$ cat src/rtl/stopwatch_core.sv
// rtl/stopwatch_core.sv - MM:SS BCD stopwatch core with synchronized slow-clock tick detection
//
// Purpose:
//   Turns the asynchronous 1 Hz / 2 Hz divided clocks and the pause button into
//   single-cycle ticks in the master_clk domain. It runs a BCD MM:SS counter with
//   RUN / PAUSED / ADJUST behaviour.
//
// Ports:
//   master_clk         system clock
//   rst                asynchronous active-low reset
//   one_hz_clk         1 Hz divided clock, sampled as data
//   two_hz_clk         2 Hz divided clock, sampled as data
//   pause_btn          debounced level, each rising edge toggles paused
//   adj                1 = adjust mode
//   sel                adjust target, 0 = minutes, 1 = seconds
//   min_tens/min_ones  minutes BCD digits
//   sec_tens/sec_ones  seconds BCD digits
//   paused             paused flag
//   blink              blink phase, toggles per 2 Hz tick while adjusting
module stopwatch_core #(
    parameter int SYNC_STAGES = 2,
    parameter int MAX_MIN     = 99
) (
    input  logic       master_clk,
    input  logic       rst,
    input  logic       one_hz_clk,
    input  logic       two_hz_clk,
    input  logic       pause_btn,
    input  logic       adj,
    input  logic       sel,
    output logic [3:0] min_tens,
    output logic [3:0] min_ones,
    output logic [3:0] sec_tens,
    output logic [3:0] sec_ones,
    output logic       paused,
    output logic       blink
);

    if (SYNC_STAGES < 2) begin : g_bad_sync_stages
        $error("stopwatch_core: SYNC_STAGES must be at least 2");
    end
    if (MAX_MIN < 1 || MAX_MIN > 99) begin : g_bad_max_min
        $error("stopwatch_core: MAX_MIN must be in 1..99");
    end

    localparam int         N_IN   = 5;
    localparam logic [3:0] MAX_MT = 4'(MAX_MIN / 10);
    localparam logic [3:0] MAX_MO = 4'(MAX_MIN % 10);

    // Bit order: {sel, adj, pause_btn, two_hz_clk, one_hz_clk}
    logic [N_IN-1:0]        async_in;
    logic [N_IN-1:0]        sync_q [SYNC_STAGES];
    logic [N_IN-1:0]        synced;
    logic [SYNC_STAGES-1:0] fill_q;
    logic                   sync_valid;
    logic [2:0]             hist_q;
    logic [2:0]             armed_q;
    logic [2:0]             armed_d;
    logic [2:0]             tick;
    logic                   one_tick;
    logic                   two_tick;
    logic                   pause_tick;
    logic                   adj_s;
    logic                   sel_s;

    logic [3:0] min_tens_q, min_ones_q, sec_tens_q, sec_ones_q;
    logic [3:0] min_tens_d, min_ones_d, sec_tens_d, sec_ones_d;
    logic       paused_q, paused_d;
    logic       blink_q, blink_d;

    assign async_in = {sel, adj, pause_btn, two_hz_clk, one_hz_clk};
    assign synced   = sync_q[SYNC_STAGES-1];
    assign adj_s    = synced[3];
    assign sel_s    = synced[4];

    // The synchronizer flops reset to 0. That is not a real sample of the input.
    // fill_q marks when the last stage holds real data. Without it, an input held
    // high through reset would look like a 0->1 edge.
    assign sync_valid = fill_q[SYNC_STAGES-1];

    always_ff @(posedge master_clk or negedge rst) begin
        if (!rst) begin
            for (int i = 0; i < SYNC_STAGES; i++) begin
                sync_q[i] <= '0;
            end
            fill_q  <= '0;
            hist_q  <= '0;
            armed_q <= '0;
        end else begin
            sync_q[0] <= async_in;
            for (int i = 1; i < SYNC_STAGES; i++) begin
                sync_q[i] <= sync_q[i-1];
            end
            fill_q  <= {fill_q[SYNC_STAGES-2:0], 1'b1};
            hist_q  <= synced[2:0];
            armed_q <= armed_d;
        end
    end

    // A detector arms once it has seen a genuine low level.
    assign armed_d    = armed_q | ({3{sync_valid}} & ~synced[2:0]);
    assign tick       = synced[2:0] & ~hist_q & armed_q;
    assign one_tick   = tick[0];
    assign two_tick   = tick[1];
    assign pause_tick = tick[2];

    // Returns {carry, tens, ones}. The seconds pair wraps at 59.
    function automatic logic [8:0] inc_sec(input logic [3:0] t, input logic [3:0] o);
        logic [8:0] r;
        if (o == 4'd9) begin
            if (t == 4'd5) r = {1'b1, 4'd0, 4'd0};
            else           r = {1'b0, t + 4'd1, 4'd0};
        end else begin
            r = {1'b0, t, o + 4'd1};
        end
        return r;
    endfunction

    // Returns {tens, ones}. The minutes pair wraps at MAX_MIN.
    function automatic logic [7:0] inc_min(input logic [3:0] t, input logic [3:0] o);
        logic [7:0] r;
        if (t == MAX_MT && o == MAX_MO) r = 8'h00;
        else if (o == 4'd9)             r = {t + 4'd1, 4'd0};
        else                            r = {t, o + 4'd1};
        return r;
    endfunction

    always_comb begin
        logic [8:0] s_inc;
        logic [7:0] m_inc;
        logic       run_mode;

        min_tens_d = min_tens_q;
        min_ones_d = min_ones_q;
        sec_tens_d = sec_tens_q;
        sec_ones_d = sec_ones_q;
        blink_d    = 1'b0;
        s_inc      = inc_sec(sec_tens_q, sec_ones_q);
        m_inc      = inc_min(min_tens_q, min_ones_q);

        // The mode uses the pre-toggle paused value. A pause tick that coincides
        // with a one-second tick still lets that second count.
        run_mode = !adj_s && !paused_q;
        paused_d = paused_q ^ pause_tick;

        if (run_mode && one_tick) begin
            {sec_tens_d, sec_ones_d} = s_inc[7:0];
            if (s_inc[8]) begin
                {min_tens_d, min_ones_d} = m_inc;
            end
        end

        if (adj_s) begin
            blink_d = blink_q ^ two_tick;
            if (two_tick) begin
                if (sel_s) {sec_tens_d, sec_ones_d} = s_inc[7:0];
                else       {min_tens_d, min_ones_d} = m_inc;
            end
        end
    end

    always_ff @(posedge master_clk or negedge rst) begin
        if (!rst) begin
            min_tens_q <= '0;
            min_ones_q <= '0;
            sec_tens_q <= '0;
            sec_ones_q <= '0;
            paused_q   <= 1'b0;
            blink_q    <= 1'b0;
        end else begin
            min_tens_q <= min_tens_d;
            min_ones_q <= min_ones_d;
            sec_tens_q <= sec_tens_d;
            sec_ones_q <= sec_ones_d;
            paused_q   <= paused_d;
            blink_q    <= blink_d;
        end
    end

    assign min_tens = min_tens_q;
    assign min_ones = min_ones_q;
    assign sec_tens = sec_tens_q;
    assign sec_ones = sec_ones_q;
    assign paused   = paused_q;
    assign blink    = blink_q;

endmodule
$ cat config.mk
export PLATFORM = sky130hd
export DESIGN_NAME = stopwatch_core
export DESIGN_NICKNAME = d
export VERILOG_FILES = /design/src/rtl/stopwatch_core.sv
export SDC_FILE = /design/constraint.sdc
export NUM_CORES = 1
export LEC_CHECK = 0
export BUFFER_PORTS_ARGS = -buffer_cell sky130_fd_sc_hd__buf_4
export CAP_MARGIN = 20
export CORE_MARGIN = 4
export CORE_UTILIZATION = 40
export DETAILED_ROUTE_END_ITERATION = 10
export SYNTH_ARGS = -nofsm -noshare
export SYNTH_HDL_FRONTEND = slang
export SYNTH_SLANG_ARGS = --single-unit
$ cat constraint.sdc
create_clock -name master_clk -period 2.55 [get_ports master_clk]
set_input_delay 0.51 -clock master_clk [delete_from_list [all_inputs] [get_ports master_clk]]
set_output_delay 0.51 -clock master_clk [all_outputs]
set_load 0.01 [all_outputs]
-- Yosys cells after proc, flatten, opt, wreduce, memory -nomap -nowiden
Cells that the tools add are included.
- register bits: 36
- output and inout port bits: 18
- logic and storage cells: 55
- add/sub/neg operators: 4
- eq/ne operators: 4
- mux-type cells: 23
- bitwise logic cells: 8
- reductions and logical operators: 5
- operators with widths (kind ; number):
    two-way mux 4 bit ; 18
    two-way mux 9 bit ; 2
    adder 4 x 1 -> 4 bit (second input constant) ; 4
    two-way mux 8 bit ; 2
    equality test 4 bit (second input constant) ; 3
    AND 3 bit ; 3
    NOT 3 bit ; 2
    equality test 4 x 3 -> 1 bit (second input constant) ; 1
    logical AND 1 bit ; 3
    bitwise OR 3 bit ; 1
    zero test 1 bit ; 2
    bitwise XOR 1 bit ; 2
    two-way mux 1 bit ; 1

-- Depth between registers and ports, before layout
- depth after elaboration: 8
- depth in mapped cells: 6
- gate-level depth less buffers: 6

-- Least setup slack after synthesis
No wires, ideal clock.
- kind: register to register
- from: register sec_tens_q[1] (netlist: sec_tens[1])
- to: register min_ones_q[0] (netlist: min_ones[0])
- setup time: 0.125 ns
- data arrival time: 1.855 ns
- data required time: 2.425 ns
- path slack: 0.570 ns
- stages on the path, launching flop included: 5
- buffers on the path: 0
- period minus slack after synthesis: 1.980 ns
- cells stage by stage: dfrtp_1 -> or4bb_1 -> nor4_4 -> or2_2 -> mux2_2
- cells in the longest elaborated chain, start to end: 8
- ends and longest elaborated chain (item ; RTL line ; source):
    start: declaration ; 66 ; logic [3:0] min_tens_q, min_ones_q, sec_tens_q, sec_ones_q;
    start signal: assignment ; 173 ; sec_tens_q <= sec_tens_d;
    equality test 4 x 3 -> 1 bit (*) ; 111 ; if (t == 4'd5) r = {1'b1, 4'd0, 4'd0};
    two-way mux 9 bit (*) ; 111 ;
    two-way mux 9 bit (*) ; 110 ; if (o == 4'd9) begin
    two-way mux 4 bit (*) ; 148 ; if (s_inc[8]) begin
    two-way mux 4 bit (*) ; 146 ; if (run_mode && one_tick) begin
    two-way mux 4 bit ; 156 ; if (sel_s) {sec_tens_d, sec_ones_d} = s_inc[7:0];
    two-way mux 4 bit ; 155 ; if (two_tick) begin
    two-way mux 4 bit (*) ; 153 ; if (adj_s) begin
    via min_ones_d[0] ; 67 ; logic [3:0] min_tens_d, min_ones_d, sec_tens_d, sec_ones_d;
    end signal: assignment ; 172 ; min_ones_q <= min_ones_d;
    end: declaration ; 66 ;
Mark *: on every way through the listed nets, which the timed path passes. The rest lies on a longest branch.

-- Worst setup path in the final report
Same ends and word-level chain as after synthesis.

==> out/results.ini <==
[run_status]
status = completed

[timing]
min_period_over_period = 0.816
finalSetupTns_ns = 0
fin_ws_ns = 0.469
slew_violations = 0
period_minus_slack_ns = 2.08
hold_viol_final = 0
worst_pin_slew_ns = 0.501
grt_setup_unrepaired = false
slew_headroom = 0.665
fin_worst_skew_ns = 0.00537
max_freq_mhz = 481
setup_violations = 0

[critical_path]
path_max_fanout = 8
r2r-end = min_ones[0]$_DFF_PN0_
slowest_stage = or4bb_1
cpPeakStageDelay_ns = 0.56
crit_buf_inv = 0
crit_path_end_kind = register
cp_top_family = simple AND/OR/NAND/NOR gates
cp_cell_sequence = or4bb_1 -> nor4_4 -> or2_2 -> mux2_2
r2r-start = sec_tens[1]$_DFF_PN0_
critical_path_arrival_ns = 2.25
reg2reg_slack_ns = 0.47
cp_data_required_time_ns = 2.72
r2r_cells = 4
cp-start-kind = register
crit_type = reg -> reg

[clock_tree]
cts_resized = 0
cts_tree = done
hold_buffers = 0
clk_latency_ns = 0.28
htree_levels = 2
cts.sinks = 36
cts_setup_buffers = 0
clockBufferDepth = 2
clk_pin_slew_ns = 0.07
cts_made_buffers = 5
cts_root_buffer = clkbuf_8

[placed_design]
place.gp.congestion = 0.783
pre_cts_slack_ns = 0.474
detailedPlacementHpwl_mm = 1.83
io_buffers = 24

[floorplanning]
placementRows = 21
die_h_um = 69.2
dieArea_mm2 = 0.00479
core_area_mm2 = 0.00347
chipWidth_um = 69.2
ios = 25
initial_core_util = 0.432

[layout]
final_cell_mix = dfrtp_1 (36), buf_4 (24), nor2_1 (11)
drive_gt1_frac = 0.279
antenna_cells = 0
layout_commonest_cell = dfrtp_1
n_fill_cell = 312
areaGrowthSynthToFinish_pct = 23.3
ff_latch_area_um2 = 901
nets = 164
multi_input_area_um2 = 564

[route]
wl_mm = 2.57
dr.pass1.iters = 4
drtIter0Drc = 61
via_per_inst = 4.91
drc = 0
wl_per_cell_um = 12.9
antenna_left = 0
vias = 981

[global_route]
grt_max_degree = 37
antenna_found_initial = 0
grt_pass1_wl_mm = 4.51
gr-usage-all-layers = 0.117
grt_pass1_vias = 982
overflow = 0

[yosys]
synth_ff_type = dfrtp_1
syn_area_mm2 = 0.00150
synth_edf_count = 0
seq_area_frac_synth = 0.601
synthArstFlopShare = 1.00
yosys_warnings = 0
synth_area_leader_cell = dfrtp_1
syn_inst = 122
synth.area.top_cells = dfrtp_1 (60%), mux2_2 (5.3%), ha_1 (3.3%)
synth_top_cell_area_share = 0.601
yosysUniqueCellTypes = 37
ys_ff_latch = 36
synth_area_per_cell_um2 = 12.3
synth_nets = 133

[power]
p_leak_nw = 0.867
pwr_density_cell_mw_per_mm2 = 913
ir_drop_uv = 500

[flow_run]
cap_violations = 0

[worst_hold_path]
holdCritPathClass = in -> async

## worst max path at each step
stage	startpoint	slack (ns)	cells after the start	to
2_1_floorplan	sec_tens[1]$_DFF_PN0_	0.57	4	min_ones[0]$_DFF_PN0_
3_3_place_gp	sec_ones[1]$_DFF_PN0_	0.51	4	min_ones[0]$_DFF_PN0_
3_5_place_dp	sec_ones[1]$_DFF_PN0_	0.47	4	min_ones[0]$_DFF_PN0_
4_1_cts	sec_tens[1]$_DFF_PN0_	0.46	4	min_ones[0]$_DFF_PN0_
5_1_grt	paused$_DFF_PN0_	0.33	4	sec_ones[3]$_DFF_PN0_
6_report	sec_tens[1]$_DFF_PN0_	0.47	4	min_ones[0]$_DFF_PN0_
## state kept, by name (all words and copies together) (netlist names)
| register | cells |
|---|---|
| armed_q | 3 |
| paused | 1 |
| min_tens | 4 |
| min_ones | 4 |
| hist_q | 3 |
| fill_q | 2 |
| sec_ones | 4 |
| blink | 1 |
| sec_tens | 4 |
| sync_q | 5 |
| synced | 5 |
## logic make-up (layout without fill, tap and decap cells)
logic type	after synthesis	count (layout)	share of synthesized area
adders and majority gates	4	4	0.0334
buffers and inverters	9	41	0.0225
and+or+nand+nor	37	37	0.144
other	1	1	0.00250
muxes	8	8	0.0593
DFF	36	36	0.601
AOI/OAI and AO/OA	22	22	0.109
xor gates and xnor gates	5	5	0.0292
## through the flow
stage               hold WS (ns)  total power [mW]  instances  cell area, um2   util
floorplan                  0.214              1.01        122            1500      -
detailed placement         0.336              1.22        192            1740  0.501
CTS                        0.178              1.71        200            1850  0.533
global route               0.195              1.80        200            1850  0.533
global placement           0.334              1.20        192            1740  0.501
finish                     0.163              1.69        200            1850  0.533
## report_power, final
| group | switching [mW] | internal, mW |
|---|---|---|
| registers | 0.130 | 0.665 |
| clock network | 0.198 | 0.289 |
| logic | 0.184 | 0.222 |
| total | 0.512 | 1.18 |
## final cells by class
| class | count | area share |
|---|---|---|
| repair buffers | 24 | 0.0975 |
| clock buffers | 5 | 0.0372 |
| well taps | 46 | 0.0311 |
| multi-input cells | 77 | 0.305 |
| clock inverters | 3 | 0.0230 |
| inverters | 9 | 0.0183 |
| flip-flops and latches | 36 | 0.487 |
## cell usage after synthesis (2+ instances only)
cell,n
dfrtp_1,36
nor2_1,11
inv_1,9
nand2_1,9
mux2_2,7
ha_1,4
xnor2_1,4
a21o_1,3
o21ai_0,3
a21oi_1,2
a221o_1,2
and3_1,2
nor2b_1,2
o211ai_1,2
o21a_1,2
o22ai_1,2
or4bb_1,2
## metal layers
| metal | global-route usage | share of wire | routed length (um) | vias to the layer above |
|---|---|---|---|---|
| met5 | 0 | 0 | 0 | - |
| met4 | 0.0586 | 0.016 | 41 | 0 |
| met3 | 0.0362 | 0.039 | 101 | 4 |
| met2 | 0.179 | 0.47 | 1200 | 17 |
| met1 | 0.150 | 0.48 | 1230 | 475 |
| li1 | - | - | - | 485 |
No activity file was read; power rests on OpenSTA's default activity.
